**config.mk**
```make
export PLATFORM = sky130hd
export DESIGN_NAME = if_fetch_flat
export DESIGN_NICKNAME = d
export VERILOG_FILES = /design/src/rtl/if_fetch_if.sv /design/src/rtl/if_fetch.sv /design/src/flat_wrapper.sv
export SDC_FILE = /design/constraint.sdc
export NUM_CORES = 1
export LEC_CHECK = 0
export CORE_ASPECT_RATIO = 1.2
export CORE_MARGIN = 3
export CORE_UTILIZATION = 45
export DETAILED_ROUTE_END_ITERATION = 10
export MAX_ROUTING_LAYER = met4
export PLACE_DENSITY_LB_ADDON = 0.15
export SLEW_MARGIN = 25
export SYNTH_ARGS = -nofsm -noshare
export SYNTH_HDL_FRONTEND = slang
export SYNTH_SLANG_ARGS = --single-unit
```
**constraint.sdc**
```tcl
create_clock -name clk -period 3.8 [get_ports clk]
set_clock_uncertainty 0.1 [all_clocks]
set_input_delay 0.76 -clock clk [delete_from_list [all_inputs] [get_ports clk]]
set_output_delay 0.76 -clock clk [all_outputs]
set_load 0.02 [all_outputs]
```
**src/rtl/if_fetch_if.sv**
```systemverilog
// Instruction-memory request/response bus between the fetch stage and imem.
//   req    : request valid, held with addr until the response cycle
//   addr   : request address
//   rvalid : response valid; completes the outstanding request
//   rdata  : instruction word, meaningful when rvalid=1
interface if_fetch_if;
   logic        req;
   logic [31:0] addr;
   logic        rvalid;
   logic [31:0] rdata;

   modport master (output req, output addr, input rvalid, input rdata);
   modport slave  (input req, input addr, output rvalid, output rdata);
endinterface

```
**src/rtl/if_fetch.sv**
```systemverilog
// Instruction-fetch stage: owns the PC, keeps one imem request in flight and
// presents each returned instruction as a registered pc/inst/valid triple.
// Handles IF/ID back-pressure (stall) and branch redirects (flush), dropping
// any response that belongs to a squashed request.
// Ports:
//   clk, rst        : clock, synchronous active-high reset
//   stall           : IF/ID cannot accept; hold outputs
//   flush, flush_pc : redirect request and target
//   imem            : instruction-memory bus (master side)
//   if_pc, if_inst  : fetched instruction address / word (registered)
//   if_valid        : if_pc/if_inst hold a real instruction
module if_fetch #(
   parameter logic [31:0] RESET_PC = 32'h0000_0000
) (
   input  logic        clk,
   input  logic        rst,
   input  logic        stall,
   input  logic        flush,
   input  logic [31:0] flush_pc,
   if_fetch_if.master  imem,
   output logic [31:0] if_pc,
   output logic [31:0] if_inst,
   output logic        if_valid
);

   localparam int unsigned XLEN = 32;

   localparam logic [1:0] S_REQ  = 2'd0;
   localparam logic [1:0] S_HOLD = 2'd1;
   localparam logic [1:0] S_DROP = 2'd2;

   logic [1:0]      state, state_nxt;
   logic [XLEN-1:0] pc, pc_nxt;
   logic [XLEN-1:0] pend_pc, pend_pc_nxt;
   logic [XLEN-1:0] buf_pc, buf_pc_nxt;
   logic [XLEN-1:0] buf_inst, buf_inst_nxt;
   logic [XLEN-1:0] if_pc_nxt, if_inst_nxt;
   logic            if_valid_nxt;

   // Request is live in REQ and DROP; DROP keeps the squashed address until
   // its response arrives so the memory sees a stable request.
   assign imem.req  = ((state == S_REQ) || (state == S_DROP)) && !rst;
   assign imem.addr = pc;

   // State register
   always_ff @(posedge clk) begin
      if (rst) state <= S_REQ;
      else     state <= state_nxt;
   end

   // Next-state and datapath next values
   always_comb begin
      state_nxt    = state;
      pc_nxt       = pc;
      pend_pc_nxt  = pend_pc;
      buf_pc_nxt   = buf_pc;
      buf_inst_nxt = buf_inst;
      if_pc_nxt    = if_pc;
      if_inst_nxt  = if_inst;
      if_valid_nxt = if_valid;

      if (flush) begin
         if_valid_nxt = 1'b0;
         // No request in flight (HOLD) or the one in flight ends now: the
         // redirect target can be fetched next cycle. Otherwise wait in DROP.
         if ((state == S_HOLD) || imem.rvalid) begin
            pc_nxt    = flush_pc;
            state_nxt = S_REQ;
         end else begin
            pend_pc_nxt = flush_pc;
            state_nxt   = S_DROP;
         end
      end else begin
         case (state)
            S_REQ: begin
               if (imem.rvalid) begin
                  pc_nxt = pc + XLEN'(4);
                  if (stall) begin
                     buf_pc_nxt   = pc;
                     buf_inst_nxt = imem.rdata;
                     state_nxt    = S_HOLD;
                  end else begin
                     if_pc_nxt    = pc;
                     if_inst_nxt  = imem.rdata;
                     if_valid_nxt = 1'b1;
                  end
               end else if (!stall) begin
                  if_valid_nxt = 1'b0;
               end
            end
            S_HOLD: begin
               if (!stall) begin
                  if_pc_nxt    = buf_pc;
                  if_inst_nxt  = buf_inst;
                  if_valid_nxt = 1'b1;
                  state_nxt    = S_REQ;
               end
            end
            S_DROP: begin
               if (imem.rvalid) begin
                  pc_nxt    = pend_pc;
                  state_nxt = S_REQ;
               end
            end
            default: state_nxt = S_REQ;
         endcase
      end
   end

   // Datapath registers
   always_ff @(posedge clk) begin
      if (rst) begin
         pc       <= RESET_PC;
         pend_pc  <= '0;
         buf_pc   <= '0;
         buf_inst <= '0;
         if_pc    <= '0;
         if_inst  <= '0;
         if_valid <= 1'b0;
      end else begin
         pc       <= pc_nxt;
         pend_pc  <= pend_pc_nxt;
         buf_pc   <= buf_pc_nxt;
         buf_inst <= buf_inst_nxt;
         if_pc    <= if_pc_nxt;
         if_inst  <= if_inst_nxt;
         if_valid <= if_valid_nxt;
      end
   end

endmodule

```
**src/flat_wrapper.sv**
```systemverilog
// flat-port wrapper written by rule: the top's interface ports become plain ports
module if_fetch_flat 
#(
   parameter logic [31:0] RESET_PC = 32'h0000_0000
)
  (clk, rst, stall, flush, flush_pc, if_pc, if_inst, if_valid, imem_req, imem_addr, imem_rvalid, imem_rdata);
  if_fetch_if imem_i ();
  input  logic clk;
  input  logic rst;
  input  logic stall;
  input  logic flush;
  input  logic [31:0] flush_pc;
  output logic [31:0] if_pc;
  output logic [31:0] if_inst;
  output logic if_valid;
  output wire logic [$bits(imem_i.req)-1:0] imem_req;
  output wire logic [$bits(imem_i.addr)-1:0] imem_addr;
  input wire logic [$bits(imem_i.rvalid)-1:0] imem_rvalid;
  input wire logic [$bits(imem_i.rdata)-1:0] imem_rdata;
  assign imem_req = imem_i.req;
  assign imem_addr = imem_i.addr;
  assign imem_i.rvalid = imem_rvalid;
  assign imem_i.rdata = imem_rdata;
  if_fetch #(.RESET_PC(RESET_PC)) u_core (.clk(clk), .rst(rst), .stall(stall), .flush(flush), .flush_pc(flush_pc), .imem(imem_i), .if_pc(if_pc), .if_inst(if_inst), .if_valid(if_valid));
endmodule
```
==> results.yml <==
outcome:
  status: "complete, no violations"
placement:
  io_buffers: 166
  hpwl_mm: 15.03
  gp_congestion: 0.8865
setup_path:
  cp_slowest_cell: "or4_4"
  path_max_fanout: 12
  path_depth: 5
  reg2reg_depth: 5
  r2r_start: "u_core.imem.addr[4]$_SDFFE_PP0P_"
  end_kind: "flip-flop"
  cp_slowest_stage_delay_ns: 0.75
  crit_path_start: "u_core.imem.addr[4]$_SDFFE_PP0P_"
  start_kind: "flip-flop"
  path_cells: "nand4_2, or4_4, nor4_1, nand3_1, o311ai_1"
  crit_buf_inv: 0
  arrival_ns: 2.92
  cp_top_family: "simple AND/OR/NAND/NOR gates"
  crit_type: "reg2reg"
  cp.required_ns: 4.04
logic_synthesis:
  synth_nets: 1221
  synth_cell_types: 58
  synth-seq-area-share: 0.4567
  syn_avg_cell_area_um2: 7.426
  yosys_register_bits: 195
  synth-edff-count: 0
  ys.flop_type: "dfxtp_1"
  yosys.area.top_type: "dfxtp_1"
  yosysTopAreaCellShare: 0.4567
  netlist_instances: 1151
  synth_common_cells: "348 x nand2_1, 195 x dfxtp_1, 143 x a21oi_1"
  synth-async-reset-ratio: 0
  synth_most_common_cell: "nand2_1"
  yosys-top-cells-area: "dfxtp_1 46%, nand2_1 15%, a21oi_1 8.4%"
  synth_area_um2: 8547
  ys_warn_count: 0
global_route:
  grt_max_degree: 190
  antenna_found_initial: 0
  grtUsageTotal: 0.2389
  overflow: 0
  grt_pass1_vias: 7657
  grt_pass1_wl_mm: 39.56
floorplanning:
  die_area_um2: 20690
  rows: 54
  die_y_um: 157.0
  core_area_um2: 18450
  initial_core_util: 0.4634
  io_pins: 167
  die_w_um: 131.8
clock_tree:
  root_buffer: "clkbuf_16"
  cts.repair.resized: 0
  cts_tree: "built"
  clk_latency_ns: 0.43
  cts_buffer_depth: 2
  clk_pin_slew_ns: 0.07
  cts_buffers: 17
  cts_max_level: 4
  clock_sinks: 195
  ctsHoldBuffers: 0
  cts_setup_buffers: 0
pwr:
  p_leak_uw: 0.003636
  peakVddDrop_v: 0.0003037
  power.density_nw_per_um2: 442.3
  p_total_uw: 4831
timing:
  rsz0062_at_grt: "false"
  tightest_slew_ns: 1.023
  slew_violations: 0
  fin_crit_sh: 0.7064
  final.min_clock_period_ns: 2.684
  final-setup-viol-count: 0
  hold_violations: 0
  fmax_ghz: 0.3725
  hold_ws_ns: 0.3523
  slew-limit-headroom: 0.3183
  fin_tns_setup_ns: 0
detailed_routing:
  final_antenna_net_count: 0
  drtIter0Drc: 734
  wire_per_inst_um: 16.10
  drc: 0
  avgViaCountPerCell: 5.557
  finalWirelength_mm: 24.32
  dr.pass1.iters: 5
  vias: 8396
final_layout:
  fin_util: 0.5921
  drive_above_1_share: 0.05004
  antenna_cells: 0
  nFillCells: 1717
  layout.nets: 1317
  syn2layout_area_growth_pct: 27.78
flow_run:
  maxCapViolations: 0
min_path:
  worstHoldPathType: "reg2reg"
  hold_depth: 2
  hold_path_startpoint: "u_core.pend_pc[0]$_SDFFE_PP0P_"
-- report_power, final --
part	total (uW)	switching (uW)	internal [uW]
registers	2240	100	2140
clock network	1940	795	1140
logic	655	369	286
-- final cells by class --
class,count,area [um^2],share of cell area
Clock buffer,21,460.4,0.04216
Clock inverter,10,170.2,0.01558
Inverter,8,30.03,0.002749
Multi-Input combinational cell,842,4232,0.3874
Sequential cell,195,3904,0.3574
Tap cell,252,315.3,0.02887
Timing Repair Buffer,183,1810,0.1658
-- state kept, by name, indices dropped and copies added, names as in the netlist --
signal / cells
u_core.buf_inst: 32
u_core.buf_pc: 32
u_core.if_inst: 32
u_core.if_pc: 32
u_core.if_valid: 1
u_core.imem.addr: 32
u_core.pend_pc: 32
u_core.state: 2
-- placed cells by master (no fill, tap or decap), types with 5 or more instances in the layout --
master,Yosys,routed
a31oi_1,7,7
a311oi_1,64,64
clkdlybuf4s50_1,0,164
o21ai_0,28,28
nand2_1,348,348
buf_4,0,15
nor4_1,7,6
nor3_1,16,15
a2111oi_0,5,5
a211oi_1,18,18
inv_1,7,7
clkbuf_16,0,17
o211ai_1,5,5
a21oi_1,143,143
nand4_1,7,7
nand3_1,20,20
or3_1,6,6
dfxtp_1,195,195
nor2_1,107,106
-- per-stage QoR --
| step | worst slack [ns] | instances | area (um^2) |
|---|---|---|---|
| 6_report | 1.116 | 1511 | 10920 |
| 5_1_grt | 1.069 | 1511 | 10920 |
| 4_1_cts | 1.168 | 1511 | 10920 |
| 3_5_place_dp | 0.9176 | 1480 | 10290 |
| 3_3_place_gp | 0.9455 | 1480 | 10290 |
| 2_1_floorplan | 1.207 | 1151 | 8547 |
-- per-layer routing --
layer	vias up	global-route usage	wire length [um]
met1	3902	0.3180	11260
met4	0	0.08904	512
met2	278	0.3718	11320
li1	4178	-	-
met5	-	-	0
met3	38	0.03581	1235
-- cells by family after synthesis --
| group | count (synthesis) | share of synthesized area |
|---|---|---|
| adder cells (fa/ha/maj) | 1 | 0.001464 |
| multiplexers | 1 | 0.001171 |
| XOR/XNOR | 4 | 0.004100 |
| buffers and inverters | 114 | 0.05197 |
| AND/OR/NAND/NOR | 538 | 0.2609 |
| AO/OA/AOI/OAI | 298 | 0.2237 |
| flip-flops | 195 | 0.4567 |
-- worst min-delay path: cells and delay by family, from the launching register on --
family             cells  cell delay [ns]
and+or+nand+nor        1             0.05
AOI/OAI and AO/OA      1             0.05
DFF                    1             0.31
-- worst paths after layout --
path	to	slack (ns)
min	u_core.pend_pc[0]$_SDFFE_PP0P_	0.35
max	u_core.imem.addr[24]$_SDFFE_PP0P_	1.12
min reg2reg	u_core.pend_pc[0]$_SDFFE_PP0P_	0.35
max reg2reg	u_core.imem.addr[24]$_SDFFE_PP0P_	1.12
Power figures use the tool's default switching activity.
